$ cat src/rtl/song_sequencer.sv
// rtl/song_sequencer.sv - plays the confirmed song's note chart at its tempo and scores lane hits
module song_sequencer #(
  parameter int BEAT_CYCLES = 25000,
  parameter int SONG_LEN    = 32,
  localparam int SW         = $clog2(SONG_LEN)
) (
  input  logic          clk,
  input  logic          rst,
  input  logic [1:0]    state,
  input  logic [1:0]    song_confirm,
  input  logic [2:0]    hit,
  output logic          finish,
  output logic          playing,
  output logic          beat_tick,
  output logic [2:0]    note_lane,
  output logic [2:0]    next_note,
  output logic [SW-1:0] step_idx,
  output logic [1:0]    song_id,
  output logic [7:0]    score
);

  localparam logic [1:0] IDLE  = 2'd0;
  localparam logic [1:0] ARMED = 2'd1;
  localparam logic [1:0] RUN   = 2'd2;
  localparam logic [1:0] DONE  = 2'd3;

  localparam int CW = $clog2(BEAT_CYCLES);
  localparam logic [CW-1:0] P1_LAST   = CW'(BEAT_CYCLES - 1);
  localparam logic [CW-1:0] P2_LAST   = CW'(BEAT_CYCLES - BEAT_CYCLES / 4 - 1);
  localparam logic [CW-1:0] P3_LAST   = CW'(BEAT_CYCLES / 2 - 1);
  localparam logic [SW-1:0] LAST_STEP = SW'(SONG_LEN - 1);

  logic [1:0]    fsm;
  logic [CW-1:0] beat_cnt;
  logic [CW-1:0] beat_last;
  logic [2:0]    hit_done;
  logic [2:0]    gain;
  logic [1:0]    gain_sum;
  logic [8:0]    score_sum;
  logic          in_run;

  // Chart ROM: lane mask of step i of song s is (i + s) mod 8, 0 being a rest.
  function automatic logic [2:0] chart(input logic [1:0] s, input logic [SW-1:0] i);
    logic [SW+1:0] t;
    t = {2'b00, i} + {{SW{1'b0}}, s};
    return t[2:0];
  endfunction

  assign in_run    = (fsm == RUN);
  assign playing   = in_run;
  assign finish    = (fsm == DONE);
  assign note_lane = in_run ? chart(song_id, step_idx) : 3'd0;
  assign next_note = (in_run && step_idx != LAST_STEP) ? chart(song_id, step_idx + SW'(1)) : 3'd0;

  always_comb begin
    case (song_id)
      2'd2:    beat_last = P2_LAST;
      2'd3:    beat_last = P3_LAST;
      default: beat_last = P1_LAST;
    endcase
  end

  // Each lane scores at most once per step; up to three lanes can land together.
  assign gain      = hit & note_lane & ~hit_done;
  assign gain_sum  = {1'b0, gain[0]} + {1'b0, gain[1]} + {1'b0, gain[2]};
  assign score_sum = {1'b0, score} + {7'b0, gain_sum};

  always_ff @(posedge clk or posedge rst) begin
    if (rst) begin
      fsm       <= IDLE;
      beat_cnt  <= '0;
      hit_done  <= 3'd0;
      beat_tick <= 1'b0;
      step_idx  <= '0;
      song_id   <= 2'd0;
      score     <= 8'd0;
    end else begin
      beat_tick <= 1'b0;
      case (fsm)
        IDLE: begin
          if (state == 2'd1 && song_confirm != 2'd0) begin
            song_id <= song_confirm;
            fsm     <= ARMED;
          end
        end
        ARMED: begin
          if (state == 2'd2) begin
            fsm      <= RUN;
            step_idx <= '0;
            beat_cnt <= '0;
            score    <= 8'd0;
            hit_done <= 3'd0;
          end else if (state == 2'd0) begin
            fsm     <= IDLE;
            song_id <= 2'd0;
          end else if (state == 2'd1 && song_confirm != 2'd0) begin
            song_id <= song_confirm;
          end
        end
        RUN: begin
          if (state != 2'd2) begin
            fsm      <= IDLE;
            step_idx <= '0;
            song_id  <= 2'd0;
            beat_cnt <= '0;
            hit_done <= 3'd0;
          end else begin
            score <= score_sum[8] ? 8'hff : score_sum[7:0];
            if (beat_cnt == beat_last) begin
              // Boundary-cycle hits were judged above against the old step.
              beat_tick <= 1'b1;
              beat_cnt  <= '0;
              hit_done  <= 3'd0;
              if (step_idx == LAST_STEP) fsm <= DONE;
              else step_idx <= step_idx + SW'(1);
            end else begin
              beat_cnt <= beat_cnt + CW'(1);
              hit_done <= hit_done | gain;
            end
          end
        end
        default: begin
          if (state != 2'd2) begin
            fsm      <= IDLE;
            song_id  <= 2'd0;
            step_idx <= '0;
          end
        end
      endcase
    end
  end

endmodule

$ cat config.mk
export PLATFORM = sky130hd
export DESIGN_NAME = song_sequencer
export DESIGN_NICKNAME = d
export VERILOG_FILES = /design/src/rtl/song_sequencer.sv
export SDC_FILE = /design/constraint.sdc
export NUM_CORES = 1
export LEC_CHECK = 0
export ABC_AREA = 1
export CAP_MARGIN = 25
export CELL_PAD_IN_SITES_DETAIL_PLACEMENT = 1
export CELL_PAD_IN_SITES_GLOBAL_PLACEMENT = 1
export CORE_UTILIZATION = 33
export DETAILED_ROUTE_END_ITERATION = 16
export PLACE_DENSITY_LB_ADDON = 0.1
export SYNTH_ARGS = -nofsm -noshare
export SYNTH_HDL_FRONTEND = slang
export SYNTH_SLANG_ARGS = --single-unit
export TNS_END_PERCENT = 5
$ cat constraint.sdc
create_clock -name clk -period 3.88 [get_ports clk]
set_input_delay 1.164 -clock clk [delete_from_list [all_inputs] [get_ports clk]]
set_output_delay 1.164 -clock clk [all_outputs]
set_load 0.02 [all_outputs]
== Word-level counts from Yosys, hierarchy flattened ==
Index checks and enable logic that the tools add are counted.

* Output and inout bits: 24
* Word-level logic and storage cells: 88
* Input port bits: 9
* Bits in registers: 36

* $add $sub $neg: 7
* Equality and inequality tests: 19
* Mux-type cells: 36
* Bitwise logic cells: 5
* Reduce and logical (&&, ||, !) cells: 14

{| class="wikitable"
|+ Operator list
! kind !! number
|-
| $pmux W15 S2 || 2
|-
| $mux W15 || 3
|-
| $mux W5 || 5
|-
| $mux W8 || 3
|-
| $mux W2 || 10
|-
| $pmux W8 S2 || 1
|-
| $add A15 B1 Y15 const B || 1
|-
| $eq A15 B15 Y1 || 1
|-
| $mux W3 || 5
|-
| $pmux W5 S3 || 1
|-
| $eq A2 B2 Y1 const B || 5
|-
| $ne A2 B2 Y1 const B || 5
|-
| $reduce_and A5 Y1 || 2
|-
| $add A8 B2 Y9 || 1
|-
| $add A3 B2 Y3 || 2
|-
| $and A3 B3 Y3 || 2
|-
| $ne A3 B1 Y1 const B || 2
|-
| $ne A3 B3 Y1 const B || 2
|-
| $pmux W2 S3 || 1
|-
| $pmux W3 S2 || 1
|-
| $reduce_bool A3 Y1 || 2
|-
| $add A5 B1 Y5 const B || 1
|-
| $eq A5 B5 Y1 const B || 1
|-
| $ne A5 B5 Y1 const B || 1
|-
| 14 further kinds || 21
|}

== Depth between registers and ports, before layout ==
* Depth after elaboration: 10
* Mapped depth: 19
* Mapped depth without buffers: 19

== Least setup slack after synthesis ==
No wires, ideal clock.

* Path kind: reg-to-reg
* Start: register song_id[1]
* End: register score[3]
* Clock period less this slack: 3.626 ns
* Arrival: 3.498 ns
* Path buffers: 0
* Library setup time: 0.129 ns
* Setup slack: 0.254 ns
* Cell stages (with the launch flop): 18
* Data required time: 3.751 ns
* Cells stage by stage: dfrtp_1 inv_1 fa_1 inv_1 o21ai_0 a21oi_1 and2_1 nand2_1 fa_1 inv_1 ha_1 fa_1 nand2_1 nor3_1 nand3_1 inv_1 o21ai_0 o21ai_0

* Elaborated cells between the ends (all ways): 10
* Those cells by class: add/sub: 4; mux: 4; bitwise: 2

{| class="wikitable"
|+ RTL lines
! what !! RTL line !! source
|-
| start: declaration || 18 || <nowiki>output logic [1:0] song_id,</nowiki>
|-
| start signal: assignment || 82 || <nowiki>song_id <= song_confirm;</nowiki>
|-
| start signal: assignment || 97 || <nowiki>song_id <= song_confirm;</nowiki>
|-
| $add A3 B2 Y3 || 45 || <nowiki>t = {2'b00, i} + {{SW{1'b0}}, s};</nowiki>
|-
| $mux W3 || 52 || <nowiki>assign note_lane = in_run ? chart(song_id, step_idx) : 3'd0;</nowiki>
|-
| named net note_lane[2] || 15 || <nowiki>output logic [2:0] note_lane,</nowiki>
|-
| $and A3 B3 Y3 (2 in a row) || 64 || <nowiki>assign gain = hit & note_lane & ~hit_done;</nowiki>
|-
| $add A2 B1 Y2 || 65 || <nowiki>assign gain_sum = {1'b0, gain[0]} + {1'b0, gain[1]} + {1'b0, gain[2]};</nowiki>
|-
| $add A8 B2 Y9 || 66 || <nowiki>assign score_sum = {1'b0, score} + {7'b0, gain_sum};</nowiki>
|-
| $mux W8 || 108 || <nowiki>score <= score_sum[8] ? 8'hff : score_sum[7:0];</nowiki>
|-
| $mux W8 || 101 || <nowiki>if (state != 2'd2) begin</nowiki>
|-
| $pmux W8 S2 || 79 || <nowiki>case (fsm)</nowiki>
|-
| end signal: assignment || 108 ||
|-
| end: declaration || 19 || <nowiki>output logic [7:0] score</nowiki>
|}

The timed path passes the listed nets, and every way through them passes these cells. The select of a mux whose other input is x is not followed.
A chain may end at the register's enable or synchronous reset.

== Worst setup path in the final report ==
* Start: register step_idx[0]
* End: register score[0]

* Word-level cells in the longest chain between the ends: 10

{| class="wikitable"
|+ Ends and longest elaborated chain
! what !! RTL line !! source
|-
| start: declaration || 17 || <nowiki>output logic [SW-1:0] step_idx,</nowiki>
|-
| start signal: assignment || 115 || <nowiki>else step_idx <= step_idx + SW'(1);</nowiki>
|-
| $add A3 B2 Y3 * || 45 ||
|-
| $mux W3 * || 52 ||
|-
| $and A3 B3 Y3 * (2 in a row) || 64 ||
|-
| $add A1 B1 Y2 || 65 ||
|-
| $add A2 B1 Y2 * || 65 ||
|-
| $add A8 B2 Y9 * || 66 ||
|-
| $mux W8 * || 108 ||
|-
| $mux W8 * || 101 ||
|-
| $pmux W8 S2 * || 79 ||
|}

Mark *: on every way between the ends. The rest lies on a longest branch, timed or not. The select of a mux whose other input is x is not followed.

==> flow_summary.toml <==
[setup_path]
crit_required_ps = 4040
crit_family = "adder cells"
crit_path_cell_trace = "ha_1 > inv_1 > fa_1 > inv_1 > o21ai_0 > a21oi_1 > and2_1 > nand2_1 > fa_1 > inv_1 > ha_1 > fa_1 > nand2_1 > nor3_1 > nand3_1 > inv_1 > o21ai_0 > o21ai_0"
critPathLaunchType = "flop"
critPathArrivalTime_ps = 3690
path_class = "reg -> reg"
endpoint_kind = "flop"
worst_path_largest_cell_delay_ps = 480
ff2ff_setup_slack_ps = 350
cp_max_fo = 6
crit_path_frequent_cell = "inv_1"
crit_slowest_cell = "fa_1"
path_buf_inv = 4

[power_and_ir_drop]
total_leakage_power_nw = 1.397
fin_total_pwr_w = 0.001056
irDropWorstVdd_uv = 166.5
powerDensity_nw_per_um2 = 364.6

[cells_and_area]
diodes = 0
drive_gt1_share_pct = 9.270
area_growth_pct = 21.07
fin_nets = 376

[clock_tree]
clk_pin_slew_ps = 70
post_cts_buffers = 0
cts_made_buffers = 5
clock_sinks = 36
clk_path_buf_depth = 2
cts_tree = "yes"
clockRootBuffer = "clkbuf_8"
cts_hold_buf = 0
htree_levels = 2
clkLatencyLatePin_ps = 280

[detailed_routing]
drt-initial-drc-count = 47
remaining_drc_errors = 0
wl_per_cell_um = 13.92
dr.pass1.iters = 4
drt_wl_total_um = 6291
ant_nets = 0
routed-via-count = 2106
via_per_inst = 4.659

[synthesis]
yosysTopAreaCell = "dfrtp_1"
synth.most_common_cell = "nand2_1"
synth_fp_nets = 337
synthArstFlopShare_pct = 100.0
avgSynthCellArea_um2 = 7.551
synth.yosys.seq_area_share_pct = 37.64
synthTopCellsByArea = "dfrtp_1, nand2_1, nor2_1, inv_1, nand3_1"
ys_warn_count = 0
ys_ff_latch = 36
synth_top_cell_area_share_pct = 37.64
synth_cell_types = 34
synthCells = 317
synth_top_cells_by_count = "nand2_1, nor2_1, inv_1"
synth_top_flop_cell = "dfrtp_1"
synth_edf_count = 0
netlist_area_um2 = 2394

[die]
start_util_pct = 34.66
die_area_um2 = 7598
ios = 33
die_h_um = 87.17
die_x_um = 87.17
num_rows = 30
coreArea_um2 = 6907

[timing]
grt_setup_unrepaired = "no"
finalCritPeriodShare_pct = 90.94
final-hold-violation-count = 0
totalNegativeSetupSlack_ps = 0
worstMarginPinSlew_ps = 488.0
clock_skew_ps = 4.784
fmax_mhz = 283.4
period_needed_ps = 3529
max_slew_margin_pct = 67.47
slew_viol_final = 0
setup_viol = 0

[place]
place.gp.congestion = 0.7846
portBuffers = 32
dp_hpwl_um = 4864

[global_route]
antenna_found_initial = 0
grt.overflow.total = 0
grt_first_pass_wirelength_um = 10520
grt_max_degree = 37
grt_pass1_vias = 2058
grt_usage_pct = 18.15

[min_path]
hold_path_class = "reg -> reg"

[run_status]
status = "finished clean"

[flow_run]
max_cap_viol_count = 0
worst paths after layout:
kind,start,endpoint,depth (start not counted)
hold reg to reg,step_idx[4],step_idx[4],2
hold / removal,step_idx[4],step_idx[4],2
min in group asynchronous,rst,beat_cnt[4],3
setup / recovery,step_idx[0],score[0],18
max in group asynchronous,rst,song_id[0],3
setup reg to reg,step_idx[0],score[0],18
routing by layer:
| metal | part of all wire, % | vias up | wire length, um | global-route usage, % |
|---|---|---|---|---|
| met4 | 0.87 | 0 | 55 | 4.918 |
| met1 | 51 | 1000 | 3212 | 25.67 |
| met3 | 2.4 | 4 | 154 | 2.654 |
| met5 | 0 | - | 0 | 0 |
| met2 | 46 | 26 | 2868 | 28.99 |
| li1 | - | 1076 | - | - |
timing repair:
| action | CTS | global route |
|---|---|---|
| hold endpoints to repair | 0 | 0 |
| resized for setup | 0 | 3 |
| setup endpoints to repair | 0 | 5 |
final cells by class:
cell class              instances  area [um2]
well taps                      96       120.1
multi-input cells             228        1269
clock inverters                 1       5.005
fillers                       898        4009
flip-flops and latches         36       903.4
clock buffers                   6       72.57
inverters                      51       192.7
repair buffers                 34       335.3
flip-flops by register name (all words and copies together), names as in the netlist:
signal	flops
fsm	2
hit_done	3
beat_tick	1
step_idx	5
song_id	2
beat_cnt	15
score	8
metrics by stage:
step | hold WS (ps) | setup WS, ps | instances | utilization [%] | area (um2)
after floorplan | 468.6 | 253.5 | 317 | - | 2394
after global placement | 489.6 | 153.3 | 445 | 40.80 | 2818
after detailed placement | 493.0 | 76.05 | 445 | 40.80 | 2818
after CTS | 520.0 | 232.1 | 452 | 41.92 | 2895
after global routing | 535.1 | 27.74 | 452 | 41.96 | 2898
final | 515.2 | 351.4 | 452 | 41.96 | 2898
report_power, final:
group	internal [W]	switching (W)
registers	0.000407	0.0000383
logic	0.000132	0.000223
clock network	0.000122	0.000134
total	0.000661	0.000395
kinds of logic after synthesis:
group	after synthesis	share of synthesized area, %
AOI/OAI and AO/OA	33	7.580
xor gates and xnor gates	11	4.025
adders and majority gates	11	7.005
buffers and inverters	53	9.357
DFF	36	37.64
and+or+nand+nor	173	34.40
layout by cell type, fill, tap and decap left out, types with 2 or more instances in the layout:
| cell type | netlist | final |
|---|---|---|
| dfrtp_2 | 0 | 2 |
| buf_4 | 0 | 2 |
| nand3_2 | 3 | 3 |
| a21oi_1 | 6 | 6 |
| nor2_1 | 49 | 49 |
| fa_1 | 4 | 4 |
| clkbuf_8 | 0 | 5 |
| inv_1 | 46 | 46 |
| clkdlybuf4s50_1 | 0 | 32 |
| ha_1 | 7 | 7 |
| xor2_1 | 10 | 10 |
| nor3_1 | 4 | 4 |
| nand4_2 | 2 | 2 |
| a22oi_1 | 2 | 2 |
| inv_2 | 4 | 4 |
| nand3b_1 | 2 | 2 |
| o21ai_1 | 3 | 4 |
| o21ai_0 | 16 | 15 |
| clkinv_2 | 1 | 2 |
| nand3_1 | 21 | 21 |
| nand2_4 | 4 | 4 |
| nor2_4 | 3 | 3 |
| nand4_1 | 4 | 4 |
| dfrtp_1 | 36 | 34 |
| nor2_2 | 2 | 2 |
| o22ai_1 | 2 | 2 |
| nand2_2 | 2 | 2 |
| nand2_1 | 73 | 73 |
| o31ai_1 | 2 | 2 |
tightest hold or removal path: stages, from the launching register on:
cell and delay, ps:
dfrtp_1 370, nand2_1 60, nand2_1 50
No activity file was read; power rests on OpenSTA's default activity.
